File: src/rtl/chinpo_pkg.sv
// Shared definitions for the CHINPO multicycle control unit: state codes,
// opcode constants, ALU operation codes and ALU operand-B select codes.
package chinpo_pkg;

   // State codes. They are visible on the debug ports, so the values are fixed.
   // Code 15 is not used and is treated as a corrupted state.
   typedef enum logic [3:0] {
      ST_FETCH    = 4'd0,
      ST_DECODE   = 4'd1,
      ST_DR       = 4'd2,
      ST_I        = 4'd3,
      ST_ADDR     = 4'd4,
      ST_BEQ      = 4'd5,
      ST_J        = 4'd6,
      ST_JR       = 4'd7,
      ST_WB       = 4'd8,
      ST_SW_WRITE = 4'd9,
      ST_LW_READ  = 4'd10,
      ST_LW_WRITE = 4'd11,
      ST_JAL      = 4'd12,
      ST_RESET    = 4'd13,
      ST_FAULT    = 4'd14
   } state_t;

   // Opcodes that get special handling. The opcode is taken from its low 4 bits.
   localparam logic [3:0] OP_JR  = 4'd3;
   localparam logic [3:0] OP_J   = 4'd8;
   localparam logic [3:0] OP_JAL = 4'd11;
   localparam logic [3:0] OP_BEQ = 4'd12;
   localparam logic [3:0] OP_LW  = 4'd14;
   localparam logic [3:0] OP_SW  = 4'd15;

   // ALU operation codes
   localparam logic [1:0] ALU_ADD  = 2'd0;
   localparam logic [1:0] ALU_FUNC = 2'd2;
   localparam logic [1:0] ALU_PASS = 2'd3;

   // ALU operand-B select codes
   localparam logic [2:0] SRCB_REG  = 3'd0;
   localparam logic [2:0] SRCB_IMM  = 3'd1;
   localparam logic [2:0] SRCB_OFFS = 3'd3;
   localparam logic [2:0] SRCB_FOUR = 3'd4;

   // States that wait on the memory handshake
   function automatic logic is_mem_wait_state(input state_t s);
      return (s == ST_FETCH) || (s == ST_SW_WRITE) || (s == ST_LW_READ);
   endfunction

endpackage

File: src/rtl/chinpo_wait_timer.sv
// Counts consecutive cycles in which memory is not ready.
// It raises the timeout flag when the budget is used up and memory is still
// not ready.
module chinpo_wait_timer #(
   parameter int MAX_WAIT = 15
) (
   input  logic i_clk,
   input  logic i_rst,
   input  logic i_count_en,
   input  logic i_clear,
   input  logic i_mem_ready,
   output logic o_timeout
);

   localparam int CW = (MAX_WAIT < 1) ? 1 : $clog2(MAX_WAIT + 1);
   localparam logic [CW-1:0] LIMIT = CW'(MAX_WAIT);

   logic [CW-1:0] r_count;

   // Count wait cycles. Clear on a state change. Stop at the limit so the
   // count cannot wrap when the timeout is disabled.
   always_ff @(posedge i_clk or posedge i_rst) begin
      if (i_rst) begin
         r_count <= '0;
      end else if (i_clear) begin
         r_count <= '0;
      end else if (i_count_en && (r_count != LIMIT)) begin
         r_count <= r_count + CW'(1);
      end
   end

   // A ready memory always beats the timeout in the same cycle.
   // MAX_WAIT of 0 disables the timeout.
   assign o_timeout = (MAX_WAIT != 0) && (r_count == LIMIT) && !i_mem_ready;

endmodule

File: src/rtl/chinpo_mc_control.sv
// CHINPO multicycle control FSM. It adds a memory handshake with a timeout,
// fetch stall, illegal-opcode trapping and an instruction-retire strobe.
// Outputs are decoded combinationally from the registered state.
module chinpo_mc_control
   import chinpo_pkg::*;
#(
   parameter int OPW      = 4,
   parameter int MAX_WAIT = 15
) (
   input  logic           CLK,
   input  logic           Reset,
   input  logic [OPW-1:0] Opcode,
   input  logic           Branch,
   input  logic [3:0]     IR,
   input  logic           MemReady,
   input  logic           Stall,
   output logic           PCWrite,
   output logic           IRWrite,
   output logic           RegWrite,
   output logic           MemRead,
   output logic           MemWrite,
   output logic           MemAddr,
   output logic           PcIn,
   output logic           ALUSrcA,
   output logic           WriteDataSrc,
   output logic           MVA,
   output logic           MVB,
   output logic           CLRA,
   output logic           CLRB,
   output logic [2:0]     ALUSrcB,
   output logic [1:0]     ALUOp,
   output logic           InstrDone,
   output logic           Fault,
   output logic [3:0]     current_state,
   output logic [3:0]     next_state
);

   state_t     r_state;
   state_t     w_next;
   logic [3:0] w_op;
   logic       w_illegal;
   logic       w_is_sw;
   logic       w_is_jal;
   logic       w_timeout;
   logic       w_cnt_en;
   logic       w_cnt_clear;

   assign w_op = Opcode[3:0];

   // Any opcode with a set bit at position 4 or above has no instruction.
   generate
      if (OPW > 4) begin : g_wide_op
         assign w_illegal = |Opcode[OPW-1:4];
      end else begin : g_narrow_op
         assign w_illegal = 1'b0;
      end
   endgenerate

   assign w_is_sw  = !w_illegal && (w_op == OP_SW);
   assign w_is_jal = !w_illegal && (w_op == OP_JAL);

   // Count not-ready cycles in the memory states. A FETCH cycle held only by
   // Stall with memory ready does not count.
   assign w_cnt_en    = is_mem_wait_state(r_state) && !MemReady;
   assign w_cnt_clear = (w_next != r_state);

   chinpo_wait_timer #(
      .MAX_WAIT (MAX_WAIT)
   ) u_wait_timer (
      .i_clk       (CLK),
      .i_rst       (Reset),
      .i_count_en  (w_cnt_en),
      .i_clear     (w_cnt_clear),
      .i_mem_ready (MemReady),
      .o_timeout   (w_timeout)
   );

   // State register. Reset takes effect immediately and abandons any memory access.
   always_ff @(posedge CLK or posedge Reset) begin
      if (Reset) begin
         r_state <= ST_RESET;
      end else begin
         r_state <= w_next;
      end
   end

   // Decode the next state and all control outputs from the current state and inputs.
   always_comb begin
      w_next       = r_state;
      PCWrite      = 1'b0;
      IRWrite      = 1'b0;
      RegWrite     = 1'b0;
      MemRead      = 1'b0;
      MemWrite     = 1'b0;
      MemAddr      = 1'b0;
      PcIn         = 1'b0;
      ALUSrcA      = 1'b0;
      WriteDataSrc = 1'b0;
      MVA          = 1'b0;
      MVB          = 1'b0;
      CLRA         = 1'b0;
      CLRB         = 1'b0;
      ALUSrcB      = SRCB_REG;
      ALUOp        = ALU_ADD;
      InstrDone    = 1'b0;
      Fault        = 1'b0;

      case (r_state)
         ST_RESET: begin
            w_next = ST_FETCH;
         end
         ST_FETCH: begin
            MemRead = 1'b1;
            ALUSrcB = SRCB_FOUR;
            ALUOp   = ALU_ADD;
            if (MemReady && !Stall) begin
               IRWrite = 1'b1;
               PCWrite = 1'b1;
               w_next  = ST_DECODE;
            end else if (w_timeout) begin
               w_next = ST_FAULT;
            end
         end
         ST_DECODE: begin
            ALUSrcB = SRCB_OFFS;
            ALUOp   = ALU_ADD;
            if (w_illegal) begin
               w_next = ST_FAULT;
            end else begin
               case (w_op)
                  OP_JR:                          w_next = ST_JR;
                  4'd4, 4'd9, 4'd10, 4'd13:       w_next = ST_I;
                  4'd0, 4'd1, 4'd2, 4'd5, 4'd6,
                  4'd7:                           w_next = ST_DR;
                  OP_J, OP_JAL:                   w_next = ST_J;
                  OP_LW, OP_SW:                   w_next = ST_ADDR;
                  OP_BEQ: begin
                     if (Branch) begin
                        w_next = ST_BEQ;
                     end else begin
                        w_next    = ST_FETCH;
                        InstrDone = 1'b1;
                     end
                  end
                  default:                        w_next = ST_FAULT;
               endcase
            end
         end
         ST_DR: begin
            ALUOp   = ALU_FUNC;
            ALUSrcA = 1'b1;
            ALUSrcB = SRCB_REG;
            {MVA, MVB, CLRA, CLRB} = IR;
            w_next  = ST_WB;
         end
         ST_I: begin
            ALUOp   = ALU_FUNC;
            ALUSrcA = 1'b1;
            ALUSrcB = SRCB_IMM;
            w_next  = ST_WB;
         end
         ST_ADDR: begin
            ALUOp   = ALU_ADD;
            ALUSrcA = 1'b1;
            ALUSrcB = SRCB_OFFS;
            w_next  = w_is_sw ? ST_SW_WRITE : ST_LW_READ;
         end
         ST_BEQ: begin
            PCWrite   = 1'b1;
            InstrDone = 1'b1;
            w_next    = ST_FETCH;
         end
         ST_JR: begin
            ALUSrcA = 1'b1;
            ALUOp   = ALU_PASS;
            {MVA, MVB, CLRA, CLRB} = IR;
            w_next  = ST_J;
         end
         ST_J: begin
            PCWrite = 1'b1;
            PcIn    = 1'b1;
            ALUOp   = ALU_PASS;
            if (w_is_jal) begin
               w_next = ST_JAL;
            end else begin
               w_next    = ST_FETCH;
               InstrDone = 1'b1;
            end
         end
         ST_WB, ST_JAL: begin
            RegWrite     = 1'b1;
            WriteDataSrc = 1'b0;
            InstrDone    = 1'b1;
            w_next       = ST_FETCH;
         end
         ST_SW_WRITE: begin
            MemAddr   = 1'b1;
            MemWrite  = 1'b1;
            InstrDone = MemReady;
            if (MemReady) begin
               w_next = ST_FETCH;
            end else if (w_timeout) begin
               w_next = ST_FAULT;
            end
         end
         ST_LW_READ: begin
            MemAddr = 1'b1;
            MemRead = 1'b1;
            if (MemReady) begin
               w_next = ST_LW_WRITE;
            end else if (w_timeout) begin
               w_next = ST_FAULT;
            end
         end
         ST_LW_WRITE: begin
            RegWrite     = 1'b1;
            WriteDataSrc = 1'b1;
            InstrDone    = 1'b1;
            w_next       = ST_FETCH;
         end
         ST_FAULT: begin
            Fault  = 1'b1;
            w_next = ST_FAULT;
         end
         default: begin
            w_next = ST_FAULT;
         end
      endcase
   end

   assign current_state = r_state;
   assign next_state    = w_next;

endmodule

File: config.mk
export PLATFORM = sky130hd
export DESIGN_NAME = chinpo_mc_control
export DESIGN_NICKNAME = d
export VERILOG_FILES = /design/src/rtl/chinpo_pkg.sv /design/src/rtl/chinpo_wait_timer.sv /design/src/rtl/chinpo_mc_control.sv
export SDC_FILE = /design/constraint.sdc
export NUM_CORES = 1
export LEC_CHECK = 0
export CAP_MARGIN = 5
export CORE_AREA = 2 2 56 58
export CTS_CLUSTER_SIZE = 30
export DETAILED_ROUTE_END_ITERATION = 10
export DIE_AREA = 0 0 58 60
export PLACE_DENSITY = 0.87
export SETUP_SLACK_MARGIN = 0.5
export SYNTH_ARGS = -nofsm -noshare
export SYNTH_HDL_FRONTEND = slang
export SYNTH_SLANG_ARGS = --single-unit
File: constraint.sdc
create_clock -name CLK -period 5.3 [get_ports CLK]
set_clock_uncertainty 0.15 [all_clocks]
set_input_delay 0.53 -clock CLK [delete_from_list [all_inputs] [get_ports CLK]]
set_output_delay 0.53 -clock CLK [all_outputs]
set_load 0.03 [all_outputs]
==> impl_metrics.ini, run 1 <==
[outcome]
status = finished, final reports clean

[setup_path]
critPathCapture = next_state[2]
path_max_fanout = 9
ff2ff_setup_slack_ns = 2.91
critPathArrivalTime_ns = 2.93
regToRegEndpoint = u_wait_timer.r_count[1]
worst_r2r_startpoint = current_state[1]
crit_start = MemReady
startpoint_type = primary input
rr_worst_depth = 5
worstSetupPathType = in -> out
endpoint_kind = primary output
required_ns = 4.62

[sta]
grt_setup_unrepaired = no
finalSetupViolations = 0
slew_viol_final = 0
period_share_pct = 68.1
hold_viol = 0
fmax_mhz = 277
slew_headroom_pct = 37.7
layout_min_cycle_time_ns = 3.61
layout_setup_ws_ns = 1.69
setup_tns_ns = 0
worst_slew_pin_slew_ns = 0.934

[global_routing]
overflow = 0
grt_max_degree = 35
grt_pass1_wl_um = 4530
grt_use_total_pct = 16.3
grt_pass1_vias = 1030
antenna_found_initial = 0

[power]
power_frac_comb_pct = 73.8
power.leakage_nw = 0.596
p_int_mw = 0.386
seqPwrFrac_pct = 20.4
ir_drop_mv = 0.526
p_per_area_mw_per_mm2 = 515
switching_power_mw = 0.447
p_sw_share_pct = 53.7
totalPowerFinal_mw = 0.832
p_clk_share_pct = 5.8

[finish]
multi_input_area_um2 = 925
utilization_pct = 55.6
drive_gt1_share_pct = 12.6
fin_nets = 197
diodes = 0
fill_cells = 266
areaGrowthSynthToFinish_pct = 30.8
seq_area_um2 = 204

[clock_tree]
clockBufferDepth = 2
post-cts-setup-buffers = 0
cts.sinks = 8
holdBufCountCts = 0
cts_root_buffer = clkbuf_4
cts_tree = done
cts_htree_levels = 1
path_clk_slew_ns = 0.06
cts_resized = 0
numCtsBuffers = 3
clk_latency_ns = 0.25

[floorplan]
die_h_um = 60
dieArea_mm2 = 0.00348
die_x_um = 58
core-area_mm2 = 0.00290
num_rows = 20
pin_count = 41
initial_core_util_pct = 42.5

[logic_synthesis]
syn_area_mm2 = 0.00123
synth_top_cell_by_area = dfrtp_1
yosys-top-cells-area = dfrtp_1 (10%), dfstp_2 (6.4%), nand2b_1 (4.6%)
ys_seq_area_share_pct = 16.5
netlist_instances = 153
synth_edf_count = 0
async_flop_share_pct = 100
synth_cell_types = 59
synth_seq_cells = 8
ys.flop_type = dfrtp_1
yosysMostFrequentCell = buf_2
syn_nets = 167
netlist_top_cells_count = buf_2 (10), nand2b_1 (9), and2_1 (8), nor2_1 (8)
post-synth-top-area-fraction_pct = 10.1
synth_area_per_cell_um2 = 8.07
ys_warn_count = 0

[min_path]
hold_path_class = in -> async

[route]
wire_per_inst_um = 13.0
via_per_inst = 5.64
drcViolationCount = 0
drt_iter0_drc = 25
via_count = 1213
drtAntennaViolNets = 0
drt-pass1-iter-count = 4
drt-total-wl_um = 2800

[place]
hpwlAfterDp_um = 2090
placement.io_buffers = 40
dpl_worst_slack_ns = 1.74
gp_congestion = 0.839

[job]
maxCapViolations = 0
placed cells by master (no fill, tap or decap), drive strengths merged, types with 2 or more instances in the layout:
cell type	count
a21oi	7
a22oi	2
a31o	3
a31oi	2
and2	8
and3	3
and4b	2
clkbuf	4
clkdlybuf4s50	40
dfrtp	5
dfstp	3
inv	5
mux2i	4
nand2	6
nand2b	9
nand3	5
nor2	8
nor2b	7
nor3	9
nor3b	3
nor4	3
o21a	4
o21ai	6
o21bai	2
o22ai	2
o31a	2
or2	3
or4	2
or4b	2
xnor2	3
worst max-delay path: stages:
cell and delay (ns):
clkdlybuf4s50_1 0.56, and4b_1 0.48, nand3_1 0.12, a31o_1 0.29, a21oi_1 0.12, nand2b_1 0.15, clkdlybuf4s50_1 0.69
through the flow:
| step | area, um2 | hold slack [ns] | cells |
|---|---|---|---|
| after floorplan | 1230 | 0.194 | 153 |
| after global placement | 1590 | 0.432 | 211 |
| after detailed placement | 1590 | 0.443 | 211 |
| after CTS | 1620 | 0.361 | 215 |
| after global routing | 1620 | 0.399 | 215 |
| final | 1620 | 0.358 | 215 |
layout make-up:
type / count / area share, %
clock buffer: 4 / 1.63
timing repair buffer: 40 / 24.8
multi-input combinational: 125 / 57.2
tap: 33 / 2.56
inverter: 5 / 1.16
sequential: 8 / 12.6
metal layers:
metal	share of wire (%)	wire length (um)	GRT usage (%)	vias to the layer above
li1	-	-	-	621
met1	47	1310	23.5	556
met2	49	1380	26.9	36
met3	4.0	112	0.216	0
met4	0	0	4.32	0
met5	0	0	0	-
power groups by stage:
stage | registers (mW) | logic (mW) | clock network [mW]
after global placement | 0.169 | 0.610 | 0
final | 0.170 | 0.614 | 0.0483
after global routing | 0.179 | 0.652 | 0.0538
after floorplan | 0.117 | 0.477 | 0
after CTS | 0.168 | 0.618 | 0.0502
after detailed placement | 0.169 | 0.614 | 0
registers in the layout, summed over array words and instances, names as in the netlist:
register,cells
u_wait_timer.r_count,4
current_state,4
cells by family after synthesis:
family | Yosys count | share of synthesized area [%]
buffers and inverters | 20 | 8.61
AOI/OAI and AO/OA | 39 | 27.3
and+or+nand+nor | 76 | 39.6
adders and majority gates | 1 | 1.01
xor gates and xnor gates | 4 | 2.84
DFF | 8 | 16.5
muxes | 5 | 4.15
worst min-delay path by stage:
stage,from,to,slack [ns],cells past startpoint
floorplan,Reset,current_state[1],0.19,1
global placement,u_wait_timer.r_count[1],u_wait_timer.r_count[1],0.43,2
detailed placement,u_wait_timer.r_count[0],u_wait_timer.r_count[0],0.44,2
CTS,Reset,u_wait_timer.r_count[3],0.36,2
global route,Reset,u_wait_timer.r_count[3],0.40,2
finish,Reset,u_wait_timer.r_count[3],0.36,2
Note: power is estimated with default switching activity, not from simulation.
==> inputs of run 2 (changes only) <==
==> constraint.sdc (replaced) <==
create_clock -name CLK -period 3.4 [get_ports CLK]
set_clock_uncertainty 0.15 [all_clocks]
set_input_delay 0.34 -clock CLK [delete_from_list [all_inputs] [get_ports CLK]]
set_output_delay 0.34 -clock CLK [all_outputs]
set_load 0.03 [all_outputs]
==> run 2 against run 1 <==
Combinational power grew 69%; count of clock-buffer cells in the layout is the same; sequential power grew 27%; global-route usage grew 1.9 points; critical path depth shrank 4; critical path type is now reg -> out; highest routed layer is now met4; via count grew 4.5%; register-to-register slack lost 1.7 ns; die area is the same; non-clock buffer count grew 8; first-iteration DRC count grew 64%; cell area grew 4.3%; clock power grew 64%.
==> impl_metrics.ini, run 2 (same netlist as run 1, synthesis figures left out) <==
[floorplan]
dieArea_mm2 = 0.00348
die_x_um = 58
num_rows = 20
pin_count = 41
core-area_mm2 = 0.00290
die_h_um = 60
initial_core_util_pct = 42.5

[sta]
hold_viol = 0
period_share_pct = 82.5
setup_tns_ns = 0
layout_min_cycle_time_ns = 2.81
fmax_mhz = 356
slew_viol_final = 0
grt_setup_unrepaired = yes
slew_headroom_pct = 70.3
finalSetupViolations = 0
worst_slew_pin_slew_ns = 0.441

[global_routing]
overflow = 0
grt_pass1_vias = 1068
antenna_found_initial = 0
grt_use_total_pct = 18.2
grt_pass1_wl_um = 4880
grt_max_degree = 23

[setup_path]
startpoint_type = flip-flop
required_ns = 2.91
critPathArrivalTime_ns = 2.32
regToRegEndpoint = u_wait_timer.r_count[2]
path_max_fanout = 22
endpoint_kind = primary output
worstSetupPathType = reg -> out
ff2ff_setup_slack_ns = 1.17
rr_worst_depth = 5
worst_r2r_startpoint = current_state[0]

[route]
drt-pass1-iter-count = 4
wire_per_inst_um = 13.6
drt-total-wl_um = 3040
drcViolationCount = 0
via_per_inst = 5.68
via_count = 1267
drtAntennaViolNets = 0
drt_iter0_drc = 41

[finish]
utilization_pct = 58.1
fin_nets = 205
mostFrequentLayoutCells = clkdlybuf4s50_1 (33), nand2b_1 (9), and2_1 (8), nor2_1 (8)
fill_cells = 263
areaGrowthSynthToFinish_pct = 36.5
diodes = 0
final_common_cell = clkdlybuf4s50_1
drive_gt1_share_pct = 18.4

[place]
hpwlAfterDp_um = 2270
placement.io_buffers = 40
gp_congestion = 0.824

[clock_tree]
clk_latency_ns = 0.26
cts_tree = done
holdBufCountCts = 0
path_clk_slew_ns = 0.05
clockBufferDepth = 2
cts.sinks = 8
cts_htree_levels = 1
cts_root_buffer = clkbuf_4
numCtsBuffers = 3

[power]
p_per_area_mw_per_mm2 = 792
power.leakage_nw = 0.696
totalPowerFinal_mw = 1.34
ir_drop_mv = 0.578

[min_path]
hold_path_class = in -> async

[outcome]
status = finished, final reports clean

[job]
maxCapViolations = 0
## run 2: power by group
group          leakage [nW]  total (mW)  internal (mW)  switching, mW
Sequential           0.0999       0.216          0.136         0.0800
Clock                0.0150      0.0794         0.0450         0.0344
Combinational         0.581        1.04          0.443          0.598
## run 2: stage by stage
| stage | std cells | setup WS, ns | area (um2) | hold WS, ns |
|---|---|---|---|---|
| floorplan | 153 | 0.732 | 1240 | 0.00351 |
| global placement | 218 | 0.367 | 1650 | 0.438 |
| detailed placement | 218 | 0.342 | 1650 | 0.448 |
| CTS | 222 | 0.248 | 1680 | 0.167 |
| global route | 223 | 0.495 | 1690 | 0.184 |
| finish | 223 | 0.593 | 1690 | 0.169 |
## run 2: worst max path at each step
stage | from | end | slack (ns) | cells past startpoint
after floorplan | current_state[0] | PCWrite | 0.73 | 5
after global placement | MemReady | next_state[2] | 0.37 | 7
after detailed placement | MemReady | next_state[2] | 0.34 | 7
after CTS | current_state[0] | next_state[1] | 0.25 | 5
after global routing | current_state[3] | next_state[3] | 0.50 | 6
final | current_state[0] | ALUSrcB[1] | 0.59 | 3
## run 2: cell type report
| class | count | area [um2] | area share [%] |
|---|---|---|---|
| repair buffers | 48 | 455 | 27.0 |
| clock buffers | 4 | 26.3 | 1.56 |
| multi-input cells | 125 | 931 | 55.2 |
| flip-flops and latches | 8 | 213 | 12.6 |
| inverters | 5 | 18.8 | 1.11 |
| well taps | 33 | 41.3 | 2.45 |
## run 2: critical path, stage by stage (launching register included)
cell and delay, ns:
dfstp_4 0.74, or4b_4 0.54, nand2_1 0.09, clkdlybuf4s50_1 0.67
## run 2: repair_timing
action / CTS / global route
resized for setup: 7 / 7
setup buffers: 0 / 1
endpoints found under the setup margin: 9 / 5
## run 2: metal layers
| layer | track usage, % | up-vias | wire length [um] |
|---|---|---|---|
| met5 | 0 | - | 0 |
| met4 | 11.0 | 0 | 92 |
| met2 | 27.6 | 45 | 1430 |
| li1 | - | 634 | - |
| met1 | 25.2 | 577 | 1380 |
| met3 | 1.08 | 11 | 132 |
